**src/rtl/coord_tx_scheduler_pkg.sv**
```systemverilog
// Shared definitions for the coordinate packet link.
//   tx_state_t      : scheduler FSM states
//   coords_t        : the four 12-bit hand coordinates as one frame
//   PAYLOAD_LEN     : payload bytes per packet (fixed)
//   PKT_LEN         : packet length for the default header length
//   pkt_len()       : packet length for an arbitrary header length
//   pack_coord_byte : byte at a given packet index for a coordinate frame
package coord_link_pkg;

  typedef enum logic [2:0] {
    IDLE,
    SEND,
    WAIT_HI,
    WAIT_LO,
    GAP
  } tx_state_t;

  typedef struct packed {
    logic [11:0] xt;
    logic [11:0] yt;
    logic [11:0] xb;
    logic [11:0] yb;
  } coords_t;

  localparam int unsigned SYNC_LEN_DEFAULT = 3;
  localparam int unsigned PAYLOAD_LEN      = 6;
  localparam int unsigned PKT_LEN          = SYNC_LEN_DEFAULT + PAYLOAD_LEN;

  function automatic int unsigned pkt_len(input int unsigned sync_len);
    return sync_len + PAYLOAD_LEN;
  endfunction

  // Header bytes first, then the four coordinates packed big-endian,
  // two 12-bit values sharing the middle byte of each pair.
  function automatic logic [7:0] pack_coord_byte(
    input logic [7:0]  idx,
    input coords_t     c,
    input int unsigned sync_len,
    input logic [7:0]  sync_byte
  );
    int unsigned i;
    logic [7:0]  b;
    i = 32'(idx);
    b = sync_byte;
    if (i >= sync_len) begin
      case (i - sync_len)
        0:       b = c.xt[11:4];
        1:       b = {c.xt[3:0], c.yt[11:8]};
        2:       b = c.yt[7:0];
        3:       b = c.xb[11:4];
        4:       b = {c.xb[3:0], c.yb[11:8]};
        5:       b = c.yb[7:0];
        default: b = '0;
      endcase
    end
    return b;
  endfunction

endpackage

```
**src/rtl/coord_tx_scheduler_if.sv**
```systemverilog
// Byte handshake between the packet scheduler and a byte UART transmitter.
//   tx_start : one-cycle start pulse (scheduler -> transmitter)
//   tx_data  : byte to send, valid while tx_start is high
//   tx_busy  : transmitter busy flag (transmitter -> scheduler)
interface coord_tx_scheduler_if;
  logic       tx_start;
  logic [7:0] tx_data;
  logic       tx_busy;

  modport master (output tx_start, output tx_data, input tx_busy);
  modport slave  (input tx_start, input tx_data, output tx_busy);
endinterface

```
**src/rtl/coord_tx_scheduler.sv**
```systemverilog
// Coordinate packet scheduler: frames the four hand coordinates behind a
// sync header and feeds them byte-by-byte to a UART transmitter, with an
// idle gap after each packet and a one-deep "newest wins" pending buffer.
//   clk_65mhz, sys_rst        : clock, synchronous active-high reset
//   enable, xy_update         : update accept gate and one-cycle update pulse
//   hand_{x,y}_{top,bottom}   : 12-bit coordinates sampled on accepted update
//   tx (master)               : tx_start / tx_data / tx_busy byte handshake
//   pkt_busy                  : high whenever not IDLE
//   pkt_sent                  : one-cycle pulse after the last byte completes
//   drop_count                : saturating count of overwritten pending updates
module coord_tx_scheduler
  import coord_link_pkg::*;
#(
  parameter logic [7:0]  SYNC_BYTE  = 8'hFF,
  parameter int unsigned SYNC_LEN   = 3,
  parameter int unsigned GAP_CYCLES = 1000
) (
  input  logic                  clk_65mhz,
  input  logic                  sys_rst,
  input  logic                  enable,
  input  logic                  xy_update,
  input  logic [11:0]           hand_x_top,
  input  logic [11:0]           hand_y_top,
  input  logic [11:0]           hand_x_bottom,
  input  logic [11:0]           hand_y_bottom,
  coord_tx_scheduler_if.master  tx,
  output logic                  pkt_busy,
  output logic                  pkt_sent,
  output logic [7:0]            drop_count
);

  localparam logic [7:0]  LAST_IDX = 8'(pkt_len(SYNC_LEN) - 1);
  localparam logic [31:0] GAP_LAST = 32'(GAP_CYCLES - 1);

  tx_state_t   state;
  coords_t     frame;
  coords_t     pend;
  coords_t     in_coords;
  logic        pending;
  logic [7:0]  index;
  logic [31:0] gap_cnt;
  logic        accept;
  logic        gap_done;
  logic        consume;

  always_comb begin
    in_coords = {hand_x_top, hand_y_top, hand_x_bottom, hand_y_bottom};
    accept    = xy_update & enable;
    gap_done  = (state == GAP) && (gap_cnt == GAP_LAST);
    consume   = gap_done & pending;
  end

  always_ff @(posedge clk_65mhz) begin
    if (sys_rst) begin
      state       <= IDLE;
      frame       <= '0;
      pend        <= '0;
      pending     <= 1'b0;
      index       <= '0;
      gap_cnt     <= '0;
      tx.tx_start <= 1'b0;
      tx.tx_data  <= '0;
      pkt_busy    <= 1'b0;
      pkt_sent    <= 1'b0;
      drop_count  <= '0;
    end else begin
      tx.tx_start <= 1'b0;
      pkt_sent    <= 1'b0;

      // tx_start/tx_data are registered, so they are set up on the
      // transition into SEND to land in the SEND cycle itself.
      case (state)
        IDLE: begin
          if (accept) begin
            frame       <= in_coords;
            index       <= '0;
            tx.tx_start <= 1'b1;
            tx.tx_data  <= pack_coord_byte(8'd0, in_coords, SYNC_LEN, SYNC_BYTE);
            pkt_busy    <= 1'b1;
            state       <= SEND;
          end
        end
        SEND: state <= WAIT_HI;
        WAIT_HI: begin
          if (tx.tx_busy) state <= WAIT_LO;
        end
        WAIT_LO: begin
          if (!tx.tx_busy) begin
            if (index == LAST_IDX) begin
              pkt_sent <= 1'b1;
              gap_cnt  <= '0;
              state    <= GAP;
            end else begin
              index       <= index + 8'd1;
              tx.tx_start <= 1'b1;
              tx.tx_data  <= pack_coord_byte(index + 8'd1, frame, SYNC_LEN, SYNC_BYTE);
              state       <= SEND;
            end
          end
        end
        GAP: begin
          if (gap_done) begin
            if (pending) begin
              frame       <= pend;
              pending     <= 1'b0;
              index       <= '0;
              tx.tx_start <= 1'b1;
              tx.tx_data  <= pack_coord_byte(8'd0, pend, SYNC_LEN, SYNC_BYTE);
              state       <= SEND;
            end else begin
              pkt_busy   <= 1'b0;
              tx.tx_data <= '0;
              state      <= IDLE;
            end
          end else begin
            gap_cnt <= gap_cnt + 32'd1;
          end
        end
        default: state <= IDLE;
      endcase

      // An update landing on the cycle the pending frame is consumed refills
      // the buffer without counting as a drop; the assignment below wins.
      if (accept && (state != IDLE)) begin
        pend    <= in_coords;
        pending <= 1'b1;
        if (pending && !consume && (drop_count != 8'hFF))
          drop_count <= drop_count + 8'd1;
      end
    end
  end

endmodule

```
**src/flat_wrapper.sv**
```systemverilog
// flat-port wrapper written by rule: the top's interface ports become plain ports
module coord_tx_scheduler_flat import coord_link_pkg::*;
#(
  parameter logic [7:0]  SYNC_BYTE  = 8'hFF,
  parameter int unsigned SYNC_LEN   = 3,
  parameter int unsigned GAP_CYCLES = 1000
)
  (clk_65mhz, sys_rst, enable, xy_update, hand_x_top, hand_y_top, hand_x_bottom, hand_y_bottom, pkt_busy, pkt_sent, drop_count, tx_tx_start, tx_tx_data, tx_tx_busy);
  coord_tx_scheduler_if tx_i ();
  input  logic clk_65mhz;
  input  logic sys_rst;
  input  logic enable;
  input  logic xy_update;
  input  logic [11:0] hand_x_top;
  input  logic [11:0] hand_y_top;
  input  logic [11:0] hand_x_bottom;
  input  logic [11:0] hand_y_bottom;
  output logic pkt_busy;
  output logic pkt_sent;
  output logic [7:0] drop_count;
  output wire logic [$bits(tx_i.tx_start)-1:0] tx_tx_start;
  output wire logic [$bits(tx_i.tx_data)-1:0] tx_tx_data;
  input wire logic [$bits(tx_i.tx_busy)-1:0] tx_tx_busy;
  assign tx_tx_start = tx_i.tx_start;
  assign tx_tx_data = tx_i.tx_data;
  assign tx_i.tx_busy = tx_tx_busy;
  coord_tx_scheduler #(.SYNC_BYTE(SYNC_BYTE), .SYNC_LEN(SYNC_LEN), .GAP_CYCLES(GAP_CYCLES)) u_core (.clk_65mhz(clk_65mhz), .sys_rst(sys_rst), .enable(enable), .xy_update(xy_update), .hand_x_top(hand_x_top), .hand_y_top(hand_y_top), .hand_x_bottom(hand_x_bottom), .hand_y_bottom(hand_y_bottom), .tx(tx_i), .pkt_busy(pkt_busy), .pkt_sent(pkt_sent), .drop_count(drop_count));
endmodule
```
**config.mk**
```make
export PLATFORM = sky130hd
export DESIGN_NAME = coord_tx_scheduler_flat
export DESIGN_NICKNAME = d
export VERILOG_FILES = /design/src/rtl/coord_tx_scheduler_pkg.sv /design/src/rtl/coord_tx_scheduler_if.sv /design/src/rtl/coord_tx_scheduler.sv /design/src/flat_wrapper.sv
export SDC_FILE = /design/constraint.sdc
export NUM_CORES = 1
export LEC_CHECK = 0
export ABC_CLOCK_PERIOD_IN_PS = 3350
export BUFFER_PORTS_ARGS = -buffer_cell sky130_fd_sc_hd__buf_2
export CORE_AREA = 5 5 103 144
export DETAILED_ROUTE_END_ITERATION = 16
export DIE_AREA = 0 0 108 149
export PLACE_DENSITY = 0.82
export SLEW_MARGIN = 0
export SYNTH_ARGS = -nofsm -noshare
export SYNTH_HDL_FRONTEND = slang
export SYNTH_SLANG_ARGS = --single-unit
```
**constraint.sdc**
```tcl
create_clock -name clk_65mhz -period 3.35 [get_ports clk_65mhz]
set_input_delay 0.5025 -clock clk_65mhz [delete_from_list [all_inputs] [get_ports clk_65mhz]]
set_output_delay 0.5025 -clock clk_65mhz [all_outputs]
set_load 0.005 [all_outputs]
```
# Word-level counts from Yosys, hierarchy flattened
# Cells that the tools add are included.
# word_totals
register_bits	159
latch_bits	0
mem_bits_rw	0
mem_bits_ro	0
inputBits	53
out_inout_bits	19
wordCells	111
n_memories	0
# op_classes
n_addsub	4
mul	0
div_mod_pow	0
order_cmp	1
n_eq_ne	21
shifts	0
n_mux	43
n_bitwise	3
reduce_logical	22
# ops
op	count
two-way mux 48 bit	3
two-way mux 32 bit	3
case mux 48 bit (2 select lines)	1
two-way mux 8 bit	11
equality test 32 x 2 -> 1 bit (second input constant)	2
equality test 32 x 3 -> 1 bit (second input constant)	2
case mux 32 bit (2 select lines)	1
case mux 8 bit (3 select lines)	2
case mux 8 bit (6 select lines)	1
adder 32 x 1 -> 32 bit (second input constant)	1
equality test 32 x 1 -> 1 bit (second input constant)	1
equality test 32 x 10 -> 1 bit (second input constant)	1
logical NOT 32 bit	1
adder 8 x 1 -> 8 bit (second input constant)	2
AND reduction 4 bit	4
two-way mux 3 bit	5
case mux 3 bit (5 select lines)	1
two-way mux 1 bit	13
inequality test 2 bit (second input constant)	5
subtractor 8 x 2 -> 9 bit (second input constant)	1
equality test 8 x 4 -> 1 bit (second input constant)	1
greater-or-equal comparator 8 x 2 -> 1 bit (second input constant)	1
inequality test 2 x 1 -> 1 bit (second input constant)	4
inequality test 8 bit (second input constant)	1
16 further kinds	26

# Longest topological paths before layout
# Gate-level depths: netlist (run 1).
# logic_depth
word_depth	8
ltp_mapped	12
ltp_nobuf	9

# Worst setup path before layout (run 1)
# OpenSTA, ideal clock, no wires.
# synth_path
path_type	register to register
start	register u_core.index[0]
end	register u_core.tx.tx_data[0]
setup_ns	0.074
arrival_ns	2.444
required_time_ns	3.276
slack_ns	0.832
stages_incl_launch_ff	9
n_path_buf	0
period_less_slack_ns	2.518
path_cell_list	dfxtp_1 -> inv_1 -> ha_1 -> xnor2_1 -> a211o_1 -> mux2_2 -> nor3_1 -> nand4_1 -> a31oi_1
# synth_via
elab_chain_cells	8
elab_cells_between_ends	17
classes_between	add/sub: 2; order compare: 1; eq/ne: 7; mux: 5; reduce/logical: 2
# synth_rtl
item	line_no	text
start, declared	coord_tx_scheduler.sv:40	logic [7:0] index;
start signal, assigned	coord_tx_scheduler.sv:94	index <= index + 8'd1;
adder 8 x 1 -> 8 bit	coord_tx_scheduler.sv:96	tx.tx_data <= pack_coord_byte(index + 8'd1, frame, SYNC_LEN, SYNC_BYTE);
subtractor 8 x 2 -> 9 bit	coord_tx_scheduler_pkg.sv:46	case (i - sync_len)
equality test 32 x 3 -> 1 bit (tied with other cells)	coord_tx_scheduler_pkg.sv:46	
case mux 8 bit (6 select lines)	coord_tx_scheduler_pkg.sv:46	
two-way mux 8 bit	coord_tx_scheduler_pkg.sv:45	if (i >= sync_len) begin
two-way mux 8 bit	coord_tx_scheduler.sv:89	if (index == LAST_IDX) begin
two-way mux 8 bit	coord_tx_scheduler.sv:88	if (!tx.tx_busy) begin
case mux 8 bit (3 select lines)	coord_tx_scheduler.sv:72	case (state)
end signal, assigned	coord_tx_scheduler.sv:78	tx.tx_data <= pack_coord_byte(8'd0, in_coords, SYNC_LEN, SYNC_BYTE);
end signal, assigned	coord_tx_scheduler.sv:96	
end signal, assigned	coord_tx_scheduler.sv:108	tx.tx_data <= pack_coord_byte(8'd0, pend, SYNC_LEN, SYNC_BYTE);
end, declared	coord_tx_scheduler_if.sv:10	modport master (output tx_start, output tx_data, input tx_busy);
# Several ways; a longest one is shown, not always the timed one. The select of a mux whose other input is x is not followed.
# A chain may end at the register's enable or synchronous reset.

# Final worst setup path (run 1)
# layout_path
start	register u_core.index[1]
end	register u_core.tx.tx_data[4]
# The elaborated chain is that of the path after synthesis.

==> results.py, run 1 <==
metrics = {
    "worst_setup_path": {
        "start_kind": "flop",
        "slowest_delay_ps": 680,
        "reg2reg_slack_ps": 370,
        "worstPathMaxFanout": 14,
        "cp.depth": 8,
        "worst-endpoint-required_ps": 3700,
        "rr_worst_depth": 8,
        "path_cells": "ha_1, and2_1, nand2_1, o22ai_1, a21oi_1, nor4_2, nand3_1, a31oi_1",
        "r2r_end": "u_core.tx.tx_data[4]",
        "crit_start": "u_core.index[1]",
        "critPathBufInv": 0,
        "slowest_stage": "nor4_2",
        "critPathTopFamily": "simple AND/OR/NAND/NOR gates",
        "cp-endpoint": "u_core.tx.tx_data[4]",
        "endpoint_kind": "flop",
        "path_class": "reg -> reg",
        "cp_data_arrival_time_ps": 3330,
        "reg2reg_from": "u_core.index[1]",
    },
    "synth": {
        "synth_seq_area_share_pct": 44.15,
        "synth_cell_types": 51,
        "synth_edf_count": 0,
        "netlist.area_leader.share_pct": 44.15,
        "yosys_warnings": 0,
        "syn-cell-area_um2": 7209,
        "synth_area_per_cell_um2": 7.836,
        "ys_async_sr_fraction_pct": 0,
        "synth_fp_nets": 982,
        "ys_seq_elements": 159,
        "yosys-top-cells-area": "dfxtp_1 (44%), nand2_1 (12%), a311oi_1 (5.8%)",
        "ys.flop_type": "dfxtp_1",
        "yosysTopAreaCell": "dfxtp_1",
        "syn-instance-count": 920,
        "yosysMostFrequentCell": "nand2_1",
        "synth_commonest_cells": "nand2_1 (228), dfxtp_1 (159), nor2_1 (108)",
    },
    "sta": {
        "hold_violations": 0,
        "maxSlewViolCount": 0,
        "period_needed_ps": 2980,
        "fin_setup_tns_ps": 0,
        "relSlewSlack_pct": 31.49,
        "max_freq_ghz": 0.3355,
        "skew_ps": 7.021,
        "fin_ws_ps": 369.6,
        "rsz0062_at_grt": "no",
        "setup_violations": 0,
        "period_share_pct": 88.97,
        "tightest_slew_ps": 1028,
    },
    "clock_tree": {
        "ctsResizeCount": 0,
        "clock_path_buffers": 2,
        "clk_pin_slew_worst_paths_ps": 60,
        "cts_setup_buffers": 0,
        "clk_latency_ps": 420,
        "numCtsBuffers": 17,
        "cts_tree": "built",
        "cts_hold_buf": 0,
        "htreeDepth": 4,
        "cts-root-buf": "clkbuf_16",
        "clock_sinks": 159,
    },
    "global_route": {
        "grt_busiest_layer": "met2",
        "antenna_found_initial": 0,
        "grt.total_usage_pct": 22.77,
        "grt.met2_usage_pct": 38.67,
        "grt_start_max_net_pins": 99,
        "use_met1_pct": 28.16,
        "grtUsageMet3_pct": 5.067,
        "grt_pass1_vias": 6209,
        "overflow": 0,
        "grt_pass1_wl_mm": 29.85,
    },
    "cells_and_area": {
        "num-nets-final": 1014,
        "fillerInstances": 1228,
        "n_antenna_cell": 0,
        "syn_to_final_growth_pct": 13.40,
        "fin_util_pct": 61.64,
        "drive_above_1_share_pct": 13.06,
    },
    "die": {
        "core_um2": 13260,
        "chipHeight_um": 149,
        "die_w_um": 108,
        "die_area_um2": 16090,
        "rows": 50,
        "io_pins": 72,
        "start_util_pct": 54.36,
    },
    "placement": {
        "preCtsSetupSlack_ps": 420.9,
        "gp_congestion": 0.9152,
        "numPortBuffers": 71,
        "post-dp-hpwl_mm": 11.73,
    },
    "drt": {
        "firstDrtPassIters": 5,
        "postRouteAntennaNets": 0,
        "wl_per_cell_um": 15.71,
        "drc": 0,
        "avgViaCountPerCell": 5.707,
        "drt-initial-drc-count": 556,
        "num_vias": 6546,
        "drt-total-wl_mm": 18.03,
    },
    "power": {
        "ir_worst_vdd_v": 0.0002863,
        "power_density_nw_per_um2": 533.4,
        "total_leakage_power_uw": 0.003054,
    },
    "min_path": {
        "hp-start": "hand_x_bottom[7]",
        "hp-class": "in -> reg",
    },
    "flow_run": {
        "maxCapViolations": 0,
    },
    "run_status": {
        "status": "complete, no violations",
    },
}
-- metal layers --
layer	share of wire (%)	up-vias	wire [um]
li1	-	3272	-
met1	43	3057	7695
met2	50	181	9009
met3	5.0	36	893
met4	2.4	0	427
met5	0	-	0
-- worst min path at each step --
stage | endpoint | slack (ps) | depth (start not counted)
3_3_place_gp | u_core.pend[15] | 440 | 2
6_report | u_core.pend[19] | 330 | 3
4_1_cts | u_core.pend[32] | 320 | 3
3_5_place_dp | u_core.pend[46] | 450 | 2
2_1_floorplan | u_core.pend[0] | 440 | 2
5_1_grt | u_core.pend[32] | 330 | 3
-- report_power, final --
group          total (uW)  internal (uW)  switching [uW]  leakage [uW]
clock network        1840           1080             761      0.000276
logic                 432            162             270       0.00149
registers            2090           2010            78.1       0.00129
-- worst reg2reg max path: cells and delay by family (launching register included) --
family | cells | cell delay (ps)
compound gates | 3 | 690
fa+ha+maj | 1 | 380
flops | 1 | 610
simple gates | 4 | 1230
-- registers in the layout, summed over array words and instances, names as in the netlist --
signal              count
u_core.pkt_sent         1
u_core.pending          1
u_core.tx.tx_data       8
u_core.tx.tx_start      1
u_core.drop_count       8
u_core.index            8
u_core.gap_cnt         32
u_core.frame           48
u_core.pend            48
u_core.state            3
u_core.pkt_busy         1
-- area by class of cell --
class	instances	area [um2]	area share, %
Inverter	6	22.52	0.2755
Tap cell	182	227.7	2.785
Clock inverter	10	87.58	1.071
Multi-Input combinational cell	687	3735	45.68
Sequential cell	159	3183	38.93
Timing Repair Buffer	81	445.4	5.448
Clock buffer	22	474.2	5.800
-- layout by cell type, fill, tap and decap left out, drive strengths merged, types with 7 or more instances in the layout --
cell and instances:
a21oi 71, a22oi 17, a311oi 48, a31oi 18, and2 7, and3 10, buf 81, clkbuf 22
clkinv 7, dfxtp 159, ha 9, nand2 228, nand3 30, nand4 24, nor2 108, nor4 8
o21ai 17, or3 10, xor2 35
-- logic make-up (layout without fill, tap and decap cells) --
logic type,after synthesis,count (layout),share of synthesized area [%]
buffers and inverters,74,119,4.304
AO/OA/AOI/OAI,185,185,17.23
adder cells (fa/ha/maj),9,9,1.562
AND/OR/NAND/NOR,449,449,27.33
flip-flops,159,159,44.15
multiplexers,3,3,0.4339
XOR/XNOR,41,41,4.981
-- through the flow --
| stage | std cells | cell area [um2] | total power (uW) | hold slack, ps |
|---|---|---|---|---|
| final | 1147 | 8175 | 4361 | 326.7 |
| after global routing | 1147 | 8175 | 4533 | 326.7 |
| after CTS | 1147 | 8175 | 4378 | 319.4 |
| after detailed placement | 1115 | 7614 | 2558 | 446.9 |
| after global placement | 1115 | 7614 | 2548 | 442.0 |
| after floorplan | 920 | 7209 | 2407 | 436.6 |
No activity file was read; power rests on OpenSTA's default activity.
==> run 2, diff against run 1 <==
CORE_AREA = 5 5 113 158   (was 5 5 103 144)
DIE_AREA = 0 0 118 163   (was 0 0 108 149)
PLACE_DENSITY = 0.71   (was 0.82)
==> results.py, run 2 (synthesized netlist as in run 1, its figures left out) <==
metrics = {
    "drt": {
        "num_vias": 6505,
        "postRouteAntennaNets": 0,
        "avgViaCountPerCell": 5.579,
        "drt-initial-drc-count": 464,
        "drc": 0,
        "wl_per_cell_um": 15.57,
        "firstDrtPassIters": 5,
        "drt-total-wl_mm": 18.16,
    },
    "global_route": {
        "grt_pass1_wl_mm": 30.35,
        "grt.total_usage_pct": 19.09,
        "antenna_found_initial": 0,
        "grt_start_max_net_pins": 101,
        "grt_pass1_vias": 6214,
        "overflow": 0,
    },
    "die": {
        "rows": 56,
        "core_um2": 16400,
        "die_w_um": 118,
        "chipHeight_um": 163,
        "die_area_um2": 19230,
        "io_pins": 72,
        "start_util_pct": 43.97,
    },
    "placement": {
        "gp_congestion": 0.8673,
        "dpl_cell_area_um2": 7647,
        "post-dp-hpwl_mm": 11.84,
        "numPortBuffers": 71,
        "dp.cells": 1137,
    },
    "worst_setup_path": {
        "cp_data_arrival_time_ps": 3270,
        "r2r_end": "u_core.tx.tx_data[0]",
        "reg2reg_from": "u_core.index[1]",
        "reg2reg_slack_ps": 440,
        "rr_worst_depth": 8,
        "worstPathMaxFanout": 14,
        "path_class": "reg -> reg",
        "start_kind": "flop",
        "endpoint_kind": "flop",
        "worst-endpoint-required_ps": 3700,
        "slowest_delay_ps": 670,
        "slowest_stage": "nor4_2",
        "path_cells": "ha_1, and2_1, nand2_1, o22ai_1, a21oi_1, nor4_2, nand3_1, a31oi_1",
    },
    "flow_run": {
        "maxCapViolations": 0,
    },
    "clock_tree": {
        "cts_setup_buffers": 0,
        "clk_pin_slew_worst_paths_ps": 60,
        "numCtsBuffers": 17,
        "cts_tree": "built",
        "ctsResizeCount": 0,
        "clock_path_buffers": 2,
        "cts_hold_buf": 0,
        "clk_latency_ps": 430,
        "clock_sinks": 159,
        "cts-root-buf": "clkbuf_16",
        "htreeDepth": 4,
    },
    "sta": {
        "hold_violations": 0,
        "max_freq_ghz": 0.3433,
        "whs_ps": 317.8,
        "setup_violations": 0,
        "skew_ps": 7.732,
        "relSlewSlack_pct": 30.25,
        "period_needed_ps": 2913,
        "fin_setup_tns_ps": 0,
        "maxSlewViolCount": 0,
        "rsz0062_at_grt": "no",
        "tightest_slew_ps": 1046,
        "period_share_pct": 86.96,
    },
    "cells_and_area": {
        "layout_common_cells": "nand2_1 (227), dfxtp_1 (159), nor2_1 (107)",
        "mostFrequentLayoutCell": "nand2_1",
        "drive_above_1_share_pct": 13.08,
        "syn_to_final_growth_pct": 14.46,
        "n_antenna_cell": 0,
        "top_regs": "u_core.frame x48, u_core.pend x48, u_core.gap_cnt x32",
        "num-nets-final": 1015,
        "fin_area_um2": 8252,
        "instances_no_fill": 1166,
        "fillerInstances": 1605,
    },
    "min_path": {
        "min_to": "u_core.pend[20]",
        "hp-start": "hand_x_bottom[8]",
        "hp-class": "in -> reg",
        "min_path_cells": 3,
    },
    "power": {
        "ir_worst_vdd_v": 0.0003455,
        "power_density_nw_per_um2": 549.8,
        "total_leakage_power_uw": 0.003081,
    },
    "run_status": {
        "status": "complete, no violations",
    },
}
run 2: changes by cell type in the layout (fill, tap and decap cells not counted):
cell,change
clkinv_4,-2
clkbuf_1,-2
clkbuf_8,-2
inv_6,+2
bufinv_16,+3
clkinvlp_4,-1
buf_4,+1
clkinv_2,-1
run 2: metrics by stage:
step / total power (uW) / util (%) / setup slack (ps)
finish: 4537 / 50.33 / 436.7
floorplan: 2407 / - / 831.6
global placement: 2557 / 46.64 / 534.5
CTS: 4569 / 50.33 / 462.4
global route: 4703 / 50.33 / 141.1
detailed placement: 2562 / 46.64 / 488.5
run 2: how the worst max path moves through the flow:
| stage | endpoint | from |
|---|---|---|
| global route | u_core.tx.tx_data[0] | u_core.index[1] |
| detailed placement | u_core.tx.tx_data[0] | u_core.index[1] |
| finish | u_core.tx.tx_data[0] | u_core.index[1] |
| CTS | u_core.tx.tx_data[0] | u_core.index[1] |
| floorplan | u_core.tx.tx_data[0] | u_core.index[0] |
| global placement | u_core.tx.tx_data[5] | u_core.index[1] |
run 2: final cells by class:
type | instances | area [um2] | area share [%]
flip-flops and latches | 159 | 3183 | 38.57
inverters | 6 | 22.52 | 0.2729
repair buffers | 82 | 452.9 | 5.489
multi-input cells | 687 | 3735 | 45.26
well taps | 203 | 254.0 | 3.078
clock inverters | 11 | 165.2 | 2.002
clock buffers | 18 | 439.2 | 5.322
run 2: power breakdown:
part | internal [uW] | switching [uW] | total (uW) | leakage (uW)
clock | 1250 | 763 | 2010 | 0.000298
combinational | 163 | 270 | 433 | 0.00149
sequential | 2010 | 76.0 | 2090 | 0.00129
total | 3430 | 1110 | 4540 | 0.00308
run 2: metal layers:
metal  GRT usage [%]  share of wire [%]  vias up  routed length [um]
met4           9.181                3.0        0                 544
met2           32.23                 49      137                8857
met5               0                  0        -                   0
li1                -                  -     3260                   -
met1           22.74                 44     3071                7935
met3           4.691                4.5       37                 817
run 2: critical path, delay by kind of cell (launching register included):
family          cells  cell delay (ps)
fa+ha+maj           1              380
simple gates        4             1180
flops               1              580
compound gates      3              690
==> run 3, diff against run 2 <==
CORE_AREA = 8 8 116 161   (was 5 5 113 158)
DIE_AREA = 0 0 124 169   (was 0 0 118 163)
MAX_ROUTING_LAYER = met4   (was not set)
SETUP_SLACK_MARGIN = 0.5   (was not set)
==> results.py, run 3 (synthesized netlist as in run 1, its figures left out) <==
metrics = {
    "clock_tree": {
        "cts-root-buf": "clkbuf_16",
        "cts_setup_buffers": 0,
        "cts_hold_buf": 0,
        "clk_pin_slew_worst_paths_ps": 60,
        "clock_path_buffers": 2,
        "numCtsBuffers": 17,
        "clk_latency_ps": 430,
        "cts_tree": "built",
        "clock_sinks": 159,
        "htreeDepth": 4,
    },
    "worst_setup_path": {
        "slowest_stage": "or3_1",
        "rr_worst_depth": 8,
        "start_kind": "flop",
        "path_cells": "ha_1, and4bb_1, nand4_1, or3_1, a21oi_4, clkbuf_16, nor2_1, a311oi_1",
        "worstPathMaxFanout": 46,
        "reg2reg_from": "u_core.gap_cnt[0]",
        "crit_start": "u_core.gap_cnt[0]",
        "reg2reg_slack_ps": 670,
        "critPathTopFamily": "simple AND/OR/NAND/NOR gates",
        "worst-endpoint-required_ps": 3670,
        "cp_data_arrival_time_ps": 3000,
        "r2r_end": "u_core.frame[36]",
        "cp.depth": 8,
        "critPathBufInv": 1,
        "slowest_delay_ps": 510,
        "endpoint_kind": "flop",
        "cp-endpoint": "u_core.frame[36]",
        "path_class": "reg -> reg",
    },
    "sta": {
        "setup_violations": 0,
        "whs_ps": 320.3,
        "period_share_pct": 79.90,
        "period_needed_ps": 2677,
        "hold_violations": 0,
        "tightest_slew_ps": 724.2,
        "skew_ps": 8.614,
        "max_freq_ghz": 0.3736,
        "maxSlewViolCount": 0,
        "rsz0062_at_grt": "no",
        "fin_setup_tns_ps": 0,
        "relSlewSlack_pct": 51.72,
    },
    "die": {
        "die_area_um2": 20960,
        "io_pins": 72,
        "core_um2": 16400,
        "die_w_um": 124,
        "chipHeight_um": 169,
        "rows": 56,
        "start_util_pct": 43.97,
    },
    "drt": {
        "postRouteAntennaNets": 0,
        "avgViaCountPerCell": 5.611,
        "drt-initial-drc-count": 535,
        "num_vias": 6570,
        "wl_per_cell_um": 16.40,
        "firstDrtPassIters": 5,
        "drt-total-wl_mm": 19.20,
        "drc": 0,
    },
    "power": {
        "swShare_pct": 25.40,
        "p_int_uw": 3287,
        "seqPwrFrac_pct": 47.4,
        "total_leakage_power_uw": 0.003075,
        "ir_worst_vdd_v": 0.0003823,
        "p_switching_uw": 1119,
        "power.share.clock_pct": 42.3,
        "p_comb_share_pct": 10.2,
        "power_density_nw_per_um2": 533.4,
    },
    "global_route": {
        "grt_start_max_net_pins": 93,
        "overflow": 0,
        "grt.total_usage_pct": 18.78,
        "grt_pass1_vias": 6125,
        "grt_pass1_wl_mm": 30.78,
        "antenna_found_initial": 0,
    },
    "cells_and_area": {
        "syn_to_final_growth_pct": 14.56,
        "fin_util_pct": 50.37,
        "top_regs": "u_core.frame x48, u_core.pend x48, u_core.gap_cnt x32",
        "drive_above_1_share_pct": 13.84,
        "mostFrequentLayoutCell": "nand2_1",
        "num-nets-final": 1018,
        "n_antenna_cell": 0,
        "layout_common_cells": "nand2_1 (227), dfxtp_1 (157), nor2_1 (107)",
    },
    "min_path": {
        "hp-class": "in -> reg",
    },
    "run_status": {
        "status": "complete, no violations",
    },
    "placement": {
        "numPortBuffers": 71,
        "post-dp-hpwl_mm": 12.53,
        "gp_congestion": 0.8486,
    },
    "flow_run": {
        "maxCapViolations": 0,
    },
}
[run 3: final cells by class]
type,count,area [um2]
clock buffers,20,446.7
clock inverters,11,117.6
fillers,1640,8137
inverters,6,22.52
multi-input cells,687,3749
flip-flops and latches,159,3186
well taps,203,254.0
repair buffers,85,484.2
[run 3: worst min path at each step]
stage	startpoint	to	slack, ps	depth (start not counted)
floorplan	u_core.pend[0]	u_core.pend[0]	440	2
global placement	u_core.pend[13]	u_core.pend[13]	440	2
detailed placement	u_core.pend[6]	u_core.pend[6]	450	2
CTS	hand_x_bottom[4]	u_core.pend[16]	310	3
global route	hand_x_bottom[4]	u_core.pend[16]	310	3
finish	hand_x_bottom[4]	u_core.pend[16]	320	3
[run 3: layer usage]
layer  wire, um  global-route usage [%]  share of wire [%]  vias to the layer above
met2       9644                   30.94                 50                      137
met5          0                       -                  0                        -
met3        889                   3.868                4.6                       30
met1       8290                   22.06                 43                     3128
li1           -                       -                  -                     3275
met4        374                   6.698                1.9                        0
[run 3: what timing repair did]
action | CTS | global route
gates cloned | 0 | 1
resized for setup | 1 | 6
endpoints found under the setup margin | 8 | 17
[run 3: through the flow]
| step | total power (uW) | area, um2 | cells | setup slack [ps] |
|---|---|---|---|---|
| 2_1_floorplan | 2407 | 7209 | 920 | 831.6 |
| 3_3_place_gp | 2557 | 7662 | 1139 | 521.8 |
| 3_5_place_dp | 2566 | 7662 | 1139 | 467.0 |
| 4_1_cts | 4424 | 8228 | 1170 | 592.2 |
| 5_1_grt | 4594 | 8259 | 1171 | 529.7 |
| 6_report | 4406 | 8259 | 1171 | 673.3 |
[run 3: power groups by stage]
stage	Combinational [uW]	Clock, uW	Sequential, uW
after CTS	440	1900	2090
after global routing	502	1990	2100
after global placement	429	0	2130
after detailed placement	439	0	2130
after floorplan	303	0	2100
final	451	1860	2090
[run 3: worst min-delay path, delay by kind of cell]
family                 cells  cell delay [ps]
buffers and inverters      1              100
and+or+nand+nor            1               50
AOI/OAI and AO/OA          1               50
